[src/rtl/m23_pkg.sv]
// Shared definitions for the 2-or-3-of-4 line code: FSM encoding, codeword type,
// symbol-to-codeword map and the legality check used by transmit and receive sides.
package m23_pkg;

    typedef logic [1:0] state_t;

    localparam state_t IDLE = 2'd0;
    localparam state_t SEND = 2'd1;
    localparam state_t GAP  = 2'd2;

    typedef logic [3:0] m23_word_t;

    localparam int unsigned M23_NUM_SYM = 10;

    // Legal words (popcount 2 or 3) in ascending order; out-of-range symbols map to 0.
    function automatic m23_word_t m23_encode(input logic [3:0] sym);
        m23_word_t word;
        case (sym)
            4'd0:    word = 4'b0011;
            4'd1:    word = 4'b0101;
            4'd2:    word = 4'b0110;
            4'd3:    word = 4'b0111;
            4'd4:    word = 4'b1001;
            4'd5:    word = 4'b1010;
            4'd6:    word = 4'b1011;
            4'd7:    word = 4'b1100;
            4'd8:    word = 4'b1101;
            4'd9:    word = 4'b1110;
            default: word = 4'b0000;
        endcase
        return word;
    endfunction

    function automatic logic m23_legal(input m23_word_t word);
        logic [2:0] ones;
        ones = 3'd0;
        for (int i = 0; i < 4; i++) begin
            ones = ones + {2'b00, word[i]};
        end
        return (ones == 3'd2) || (ones == 3'd3);
    endfunction

endpackage

[src/rtl/m23_bit_timer.sv]
// Bit-time counter: while run is high, bit_tick marks the last cycle of each
// BIT_CYCLES-long bit-time. The count restarts whenever run is low.
module m23_bit_timer #(
    parameter int unsigned BIT_CYCLES = 1
) (
    input  logic clk,
    input  logic nrst,
    input  logic run,
    output logic bit_tick
);

    localparam int unsigned CW = $clog2(BIT_CYCLES + 1);

    logic [CW-1:0] cnt_q;

    assign bit_tick = run && (cnt_q == CW'(BIT_CYCLES - 1));

    always_ff @(posedge clk or negedge nrst) begin
        if (!nrst) begin
            cnt_q <= '0;
        end else if (!run || bit_tick) begin
            cnt_q <= '0;
        end else begin
            cnt_q <= cnt_q + 1'b1;
        end
    end

endmodule

[src/rtl/m23_code_tx.sv]
// 2-or-3-of-4 line-code transmitter: maps symbols 0..9 to legal codewords and sends them
// LSB-first on tx_bit. Optional macro M23_PARITY_EN appends an even-parity bit to each frame.
module m23_code_tx
    import m23_pkg::*;
#(
    parameter int unsigned BIT_CYCLES = 1,
    parameter int unsigned GAP_BITS   = 1
) (
    input  logic       clk,
    input  logic       nrst,
    input  logic       in_valid,
    input  logic [3:0] in_sym,
    output logic       in_ready,
    output logic       tx_bit,
    output logic       tx_frame,
    output logic       err
);

`ifdef M23_PARITY_EN
    localparam int unsigned NBITS = 5;
`else
    localparam int unsigned NBITS = 4;
`endif

    localparam int unsigned MAXC     = (NBITS > GAP_BITS) ? NBITS : GAP_BITS;
    localparam int unsigned FW       = $clog2(MAXC + 1);
    localparam int unsigned GAP_LAST = (GAP_BITS > 0) ? GAP_BITS - 1 : 0;

    state_t             state_q, state_d;
    logic [NBITS-1:0]   shift_q, shift_d;
    logic [FW-1:0]      cnt_q, cnt_d;
    logic               tx_bit_q, tx_bit_d;
    logic               tx_frame_q, tx_frame_d;
    logic               err_q, err_d;

    m23_word_t          code;
    logic [NBITS-1:0]   frame;
    logic               transfer;
    logic               sym_legal;
    logic               bit_tick;
    logic               last_bit;
    logic               last_gap;

    assign code = m23_encode(in_sym);

`ifdef M23_PARITY_EN
    assign frame = {^code, code};
`else
    assign frame = code;
`endif

    assign in_ready  = nrst && (state_q == IDLE);
    assign transfer  = in_valid && in_ready;
    assign sym_legal = in_sym < 4'(M23_NUM_SYM);
    assign last_bit  = cnt_q == FW'(NBITS - 1);
    assign last_gap  = cnt_q == FW'(GAP_LAST);

    m23_bit_timer #(
        .BIT_CYCLES (BIT_CYCLES)
    ) u_bit_timer (
        .clk      (clk),
        .nrst     (nrst),
        .run      (state_q != IDLE),
        .bit_tick (bit_tick)
    );

    always_comb begin
        state_d    = state_q;
        shift_d    = shift_q;
        cnt_d      = cnt_q;
        tx_bit_d   = tx_bit_q;
        tx_frame_d = tx_frame_q;
        err_d      = 1'b0;
        case (state_q)
            IDLE: begin
                if (transfer) begin
                    if (sym_legal) begin
                        state_d    = SEND;
                        shift_d    = frame >> 1;
                        tx_bit_d   = frame[0];
                        tx_frame_d = 1'b1;
                        cnt_d      = '0;
                    end else begin
                        err_d = 1'b1;
                    end
                end
            end
            SEND: begin
                if (bit_tick) begin
                    if (last_bit) begin
                        state_d    = (GAP_BITS > 0) ? GAP : IDLE;
                        tx_bit_d   = 1'b0;
                        tx_frame_d = 1'b0;
                        cnt_d      = '0;
                    end else begin
                        tx_bit_d = shift_q[0];
                        shift_d  = shift_q >> 1;
                        cnt_d    = cnt_q + 1'b1;
                    end
                end
            end
            GAP: begin
                if (bit_tick) begin
                    if (last_gap) begin
                        state_d = IDLE;
                        cnt_d   = '0;
                    end else begin
                        cnt_d = cnt_q + 1'b1;
                    end
                end
            end
            default: begin
                state_d    = IDLE;
                tx_bit_d   = 1'b0;
                tx_frame_d = 1'b0;
                cnt_d      = '0;
            end
        endcase
    end

    // Async reset drops the line mid-frame; the frame is abandoned.
    always_ff @(posedge clk or negedge nrst) begin
        if (!nrst) begin
            state_q    <= IDLE;
            shift_q    <= '0;
            cnt_q      <= '0;
            tx_bit_q   <= 1'b0;
            tx_frame_q <= 1'b0;
            err_q      <= 1'b0;
        end else begin
            state_q    <= state_d;
            shift_q    <= shift_d;
            cnt_q      <= cnt_d;
            tx_bit_q   <= tx_bit_d;
            tx_frame_q <= tx_frame_d;
            err_q      <= err_d;
        end
    end

    assign tx_bit   = tx_bit_q;
    assign tx_frame = tx_frame_q;
    assign err      = err_q;

    a_frame_not_ready: assert property (@(posedge clk) disable iff (!nrst)
        tx_frame |-> !in_ready);

    a_loaded_word_legal: assert property (@(posedge clk) disable iff (!nrst)
        (transfer && sym_legal) |-> m23_legal(code));

endmodule

[config.mk]
export PLATFORM = sky130hd
export DESIGN_NAME = m23_code_tx
export DESIGN_NICKNAME = d
export VERILOG_FILES = /design/src/rtl/m23_pkg.sv /design/src/rtl/m23_bit_timer.sv /design/src/rtl/m23_code_tx.sv
export SDC_FILE = /design/constraint.sdc
export NUM_CORES = 1
export LEC_CHECK = 0
export BUFFER_PORTS_ARGS = -buffer_cell sky130_fd_sc_hd__buf_2
export CORE_UTILIZATION = 55
export CTS_CLUSTER_SIZE = 20
export DETAILED_ROUTE_END_ITERATION = 7
export PLACE_DENSITY = 0.76
export SLEW_MARGIN = 20
export SYNTH_ARGS = -nofsm -noshare
export SYNTH_HDL_FRONTEND = slang
export SYNTH_SLANG_ARGS = --single-unit
[constraint.sdc]
create_clock -name clk -period 4.6 [get_ports clk]
set_input_delay 0.23 -clock clk [delete_from_list [all_inputs] [get_ports clk]]
set_output_delay 0.23 -clock clk [all_outputs]
set_load 0.02 [all_outputs]
==> results of run 1 <==
critical path: cells and delay by family, from the launching register on:
family | cells | cell delay (ps)
flops | 1 | 410
compound gates | 2 | 530
buf+inv | 1 | 90
simple gates | 1 | 90
fa+ha+maj | 1 | 360
mux | 1 | 390
logic make-up after synthesis:
family                   share of synthesized area, %
AO/OA/AOI/OAI                                   16.78
other                                          0.4227
buffers and inverters                           7.334
multiplexers                                    7.475
AND/OR/NAND/NOR                                 18.62
flip-flops                                      33.85
adder cells (fa/ha/maj)                         15.51
synthesized netlist by cell type:
cell      instances
o22ai_1           2
nor2_1            5
or3b_1            1
o21ai_0           4
dfrtp_1          12
a211o_2           1
o211a_1           1
and2b_2           1
nand2_1           5
clkbuf_1          3
nand3b_1          1
nor4b_2           1
a32oi_1           1
nand2b_1          3
a21oi_1           5
a22o_1            1
mux2_2            5
inv_1            10
and2_1            1
nor3_1            2
a21o_1            2
or2_2             1
mux2i_1           1
o31ai_1           1
a31oi_1           1
a22o_2            1
conb_1            1
a21boi_0          2
nand3_1           3
buf_6             1
buf_2             1
nor2b_1           4
nand4_1           1
ha_1             11
flip-flops by register name (all words and copies together) (netlist names):
signal             flops
cnt_q                  3
shift_q                3
state_q                2
err                    1
tx_bit                 1
tx_frame               1
u_bit_timer.cnt_q      1
path summary, 6_finish.rpt:
check,endpoint,slack [ps],cells after the start
min,err,200,3
min in group asynchronous,err,360,2
max in group asynchronous,cnt_q[1],3990,2
max reg2reg,shift_q[2],2620,6
min reg2reg,shift_q[1],510,1
max,shift_q[2],2620,6
power breakdown:
group          internal (mW)  total, mW  switching, mW
Sequential             0.144      0.170         0.0258
Clock                 0.0481     0.0833         0.0352
Combinational          0.129      0.297          0.167
layout make-up:
class,count,area (um2)
Tap cell,16,20.02
Sequential cell,12,300.3
Multi-Input combinational cell,69,521.8
Clock buffer,4,36.28
Inverter,10,37.54
Fill cell,128,530.5
Timing Repair Buffer,11,60.06
cells in the final DEF (no fill, tap or decap), types with 2 or more instances in the layout:
| cell type | n |
|---|---|
| dfrtp_1 | 12 |
| ha_1 | 11 |
| inv_1 | 10 |
| buf_2 | 10 |
| nor2_1 | 5 |
| nand2_1 | 5 |
| a21oi_1 | 5 |
| mux2_2 | 5 |
| o21ai_0 | 4 |
| nor2b_1 | 4 |
| nand2b_1 | 3 |
| nand3_1 | 3 |
| clkbuf_4 | 3 |
| a21boi_0 | 2 |
| o22ai_1 | 2 |
| a21o_1 | 2 |
| nor3_1 | 2 |
metal layers:
layer,up-vias,track usage [%]
li1,351,-
met3,2,5.172
met2,15,34.77
met4,0,7.500
met5,-,0
met1,313,25.76
metrics by stage:
| stage | total power [mW] | util [%] | hold slack, ps | setup slack, ps |
|---|---|---|---|---|
| 4_1_cts | 0.5524 | 64.78 | 196.0 | 2646 |
| 3_3_place_gp | 0.4566 | 61.71 | 138.2 | 2675 |
| 5_1_grt | 0.5947 | 64.78 | 198.9 | 2515 |
| 2_1_floorplan | 0.4035 | - | -65.59 | 2811 |
| 6_report | 0.5501 | 64.78 | 204.4 | 2624 |
| 3_5_place_dp | 0.4650 | 61.71 | 133.8 | 2665 |
==> key figures, run 1 <==
Clocking
  • Clock Latency Late Sink: 280 ps
  • Clk sink count: 12
  • Clock Tree Buf Depth: 2
  • Post-CTS setup buffers: 0
  • # resized after CTS: 0
  • CTS tree: yes
  • Level count of the clock H-tree: 1
  • Worst-path clk slew: 80 ps
  • Root Buffer: clkbuf_4
  • # hold bufs at CTS: 1
  • CTS Buf Count: 3

Worst setup path
  • Data required, critical path: 4750 ps
  • CP arrival: 2130 ps
  • Critical-path maximum fanout: 11
  • Startpoint class of the critical path: flop
  • FF-to-FF Start: state_q[0]
  • Slowest CP cell: dfrtp_1
  • CP peak stage delay: 410 ps
  • Worst setup EP type: flop
  • Worst setup path class: reg2reg
  • Cell Chain, Critical Path: inv_1, ha_1, a21boi_0, nor2_1, o21ai_0, mux2_2
  • Crit path launch: state_q[0]

Yosys
  • Top cells by area, synth: dfrtp_1, ha_1, mux2_2
  • Yosys top cell by area: dfrtp_1
  • Synth top area share: 33.85%
  • Sequential fraction of the synthesis area: 33.85%
  • Avg Cell Area, Syn: 9.241 um2
  • Synth Cell Area: 887.1 um2
  • Post-Syn Instances: 96
  • Yosys warns: 0
  • Syn_nets: 114
  • Synth unique cells: 34
  • Synth Register Bits: 12

Power and ir drop
  • Worst VDD drop: 0.3660 mV
  • P per Cell Area: 563.6 nW/um2
  • Static Leakage: 0.4982 nW

Placed design
  • Placed cell areas: 929.6 um2
  • Routability-driven placement congestion ratio: 0.8518
  • DP Wirelength: 1.191 mm
  • Placed instance count: 117
  • Port Buffers: 10

Finish
  • Layout cell share with drive strength beyond 1: 22.64%
  • N_diodes: 0
  • Syn-to-layout area delta: 10.01%
  • Final Non-Filler Cells: 122
  • Final #Nets: 125
  • Post-layout instance area: 975.9 um2

Floorplanning
  • Die width: 42.16 um
  • IO Pins: 11
  • Full die area: 1777 um2
  • Starting Density: 58.89%
  • CORE AREA: 1506 um2
  • Site row count: 14
  • Vert. Die Dim: 42.16 um

Global routing
  • Largest net degree at the start of global routing: 16
  • Global route total overflow: 0
  • Initial antenna violation count: 0
  • First-pass GRT wire length: 2.801 mm
  • Vias in the first global route: 662
  • Gr usage total: 20.76%

STA
  • Tmin final: 1976 ps
  • Unrepaired setup endpoints after global routing: false
  • Period utilization: 42.95%
  • FMAX: 0.5062 GHz
  • Finish-stage setup viols: 0
  • Clk_skew: 13.22 ps
  • Setup TNS: 0 ps
  • Final Hold Fails: 0
  • Slew Viols, Final: 0

Drt
  • DRC: 0
  • Iteration-0 DRC Markers: 19
  • DR vias: 681
  • Met3 wire len: 68 um
  • DR WL/cell: 12.73 um
  • Via/cell ratio: 5.582
  • M1 WL: 738 um
  • DRT Pass-1 Iters: 4
  • Max Used Layer: met4
  • Routed WL: 1.553 mm
  • Met2 wire length: 734 um
  • DRT antenna net count: 0

Hold path
  • Hold Startpoint: in_valid
  • Worst min path class: in2reg

Outcome
  • Status: complete, no violations

Job
  • Max Cap Viol: 0
Power figures use the tool's default switching activity.
==> inputs of run 2 (changes only) <==
- clock period: 4.6 -> 2 ns (I/O delays scaled with it)
==> key figures, run 2 (same netlist as run 1, synthesis figures left out) <==
Floorplanning
  • Starting Density: 58.89%
  • IO Pins: 11
  • Full die area: 1777 um2
  • Site row count: 14
  • Die width: 42.16 um
  • CORE AREA: 1506 um2
  • Vert. Die Dim: 42.16 um

Finish
  • Filler cell count: 122
  • Final Util: 66.94%
  • Final #Nets: 129
  • Layout cell share with drive strength beyond 1: 26.36%
  • Most common cell after layout, fill and taps aside: dfrtp_1
  • Syn-to-layout area delta: 13.68%
  • Final Non-Filler Cells: 126
  • Most frequent cells in the layout: dfrtp_1, inv_1, ha_1, buf_2
  • N_diodes: 0
  • Top flop regs: cnt_q: 3 flops, shift_q: 3 flops, state_q: 2 flops
  • Post-layout instance area: 1008 um2

STA
  • Period utilization: 93.87%
  • Final Hold Fails: 0
  • Unrepaired setup endpoints after global routing: false
  • FMAX: 0.5326 GHz
  • Slew Viols, Final: 0
  • Clk_skew: 7.024 ps
  • Tmin final: 1877 ps
  • Finish-stage setup viols: 0
  • Setup TNS: 0 ps

Worst setup path
  • CP arrival: 2030 ps
  • Slowest CP cell: dfrtp_1
  • Worst setup EP type: flop
  • CP peak stage delay: 400 ps
  • Top Family by Delay on Critical Path: compound AO/OA/AOI/OAI gates
  • Critical path buffer and inverter count: 1
  • Critical-path maximum fanout: 11
  • Startpoint class of the critical path: flop
  • FF-to-FF path depth: 6
  • Data required, critical path: 2150 ps
  • Worst setup path class: reg2reg
  • Cell Chain, Critical Path: inv_1, ha_2, a21boi_0, nor2_1, o21ai_1, mux2_2
  • Worst path depth: 6

Power and ir drop
  • Static Leakage: 0.5164 nW
  • P per Cell Area: 1311 nW/um2
  • Pwr Total: 1.322 mW
  • Worst VDD drop: 0.8422 mV

Drt
  • Routed WL: 1.534 mm
  • Via/cell ratio: 5.516
  • DR vias: 695
  • DR WL/cell: 12.17 um
  • DRT antenna net count: 0
  • DRT Pass-1 Iters: 4
  • DRC: 0
  • Iteration-0 DRC Markers: 17

Clocking
  • Post-CTS setup buffers: 0
  • Clk sink count: 12
  • Clock Latency Late Sink: 270 ps
  • CTS tree: yes
  • Clock Tree Buf Depth: 2
  • Root Buffer: clkbuf_4
  • Level count of the clock H-tree: 1
  • CTS Buf Count: 3
  • Worst-path clk slew: 80 ps

Placed design
  • DP Wirelength: 1.196 mm
  • Placed instance count: 121
  • Port Buffers: 10
  • Routability-driven placement congestion ratio: 0.8312
  • Placed cell areas: 959.7 um2

Global routing
  • M3 GR Usage: 5.172%
  • Global-route met1 utilization: 24.65%
  • Largest net degree at the start of global routing: 15
  • Met2 usage: 32.00%
  • Gr usage total: 19.86%
  • Initial antenna violation count: 0
  • Vias in the first global route: 656
  • GR peak layer: met2
  • Global route total overflow: 0
  • First-pass GRT wire length: 2.656 mm

Hold path
  • Hold path cells: 3
  • Worst min path class: in2reg

Outcome
  • Status: complete, no violations

Job
  • Max Cap Viol: 0
==> run 2: final timing paths <==
path | startpoint | end | slack [ps]
worst max register to register | state_q[1] | shift_q[0] | 120
min in group asynchronous | nrst | err | 290
worst min-delay path | in_valid | err | 80
worst min register to register | cnt_q[1] | cnt_q[1] | 510
worst max-delay path | state_q[1] | shift_q[0] | 120
max in group asynchronous | nrst | state_q[0] | 1540
==> run 2: tightest hold or removal path, delay by kind of cell <==
family | cells | cell delay, ps
and+or+nand+nor | 2 | 120
buffers and inverters | 1 | 110
==> run 2: repair_timing <==
item,4_1_cts,5_1_grt
hold endpoints to repair,12,0
setup endpoints to repair,0,5
resized for setup,0,2
hold buffers,1,0
==> run 2: stage by stage <==
step,setup WS [ps],hold WS (ps)
finish,122.5,77.48
global route,3.099,84.10
CTS,34.94,69.13
detailed placement,50.48,59.10
global placement,172.9,59.20
floorplan,210.6,-195.6
==> run 2: final cells by class <==
class	instances	area, um2	area share [%]
Clock buffer	4	36.28	3.598
Inverter	10	37.54	3.722
Multi-Input combinational cell	69	524.3	51.98
Sequential cell	12	300.3	29.78
Tap cell	16	20.02	1.985
Timing Repair Buffer	15	90.09	8.933
==> run 2: routing by layer <==
layer | wire length (um) | vias up
met5 | 0 | -
met1 | 734 | 319
met4 | 25 | 0
met3 | 66 | 4
li1 | - | 356
met2 | 709 | 16
==> run 2: power by group <==
part | switching [mW] | total (mW) | internal, mW
sequential | 0.0570 | 0.389 | 0.332
combinational | 0.394 | 0.742 | 0.348
clock | 0.0805 | 0.191 | 0.111
total | 0.531 | 1.32 | 0.791
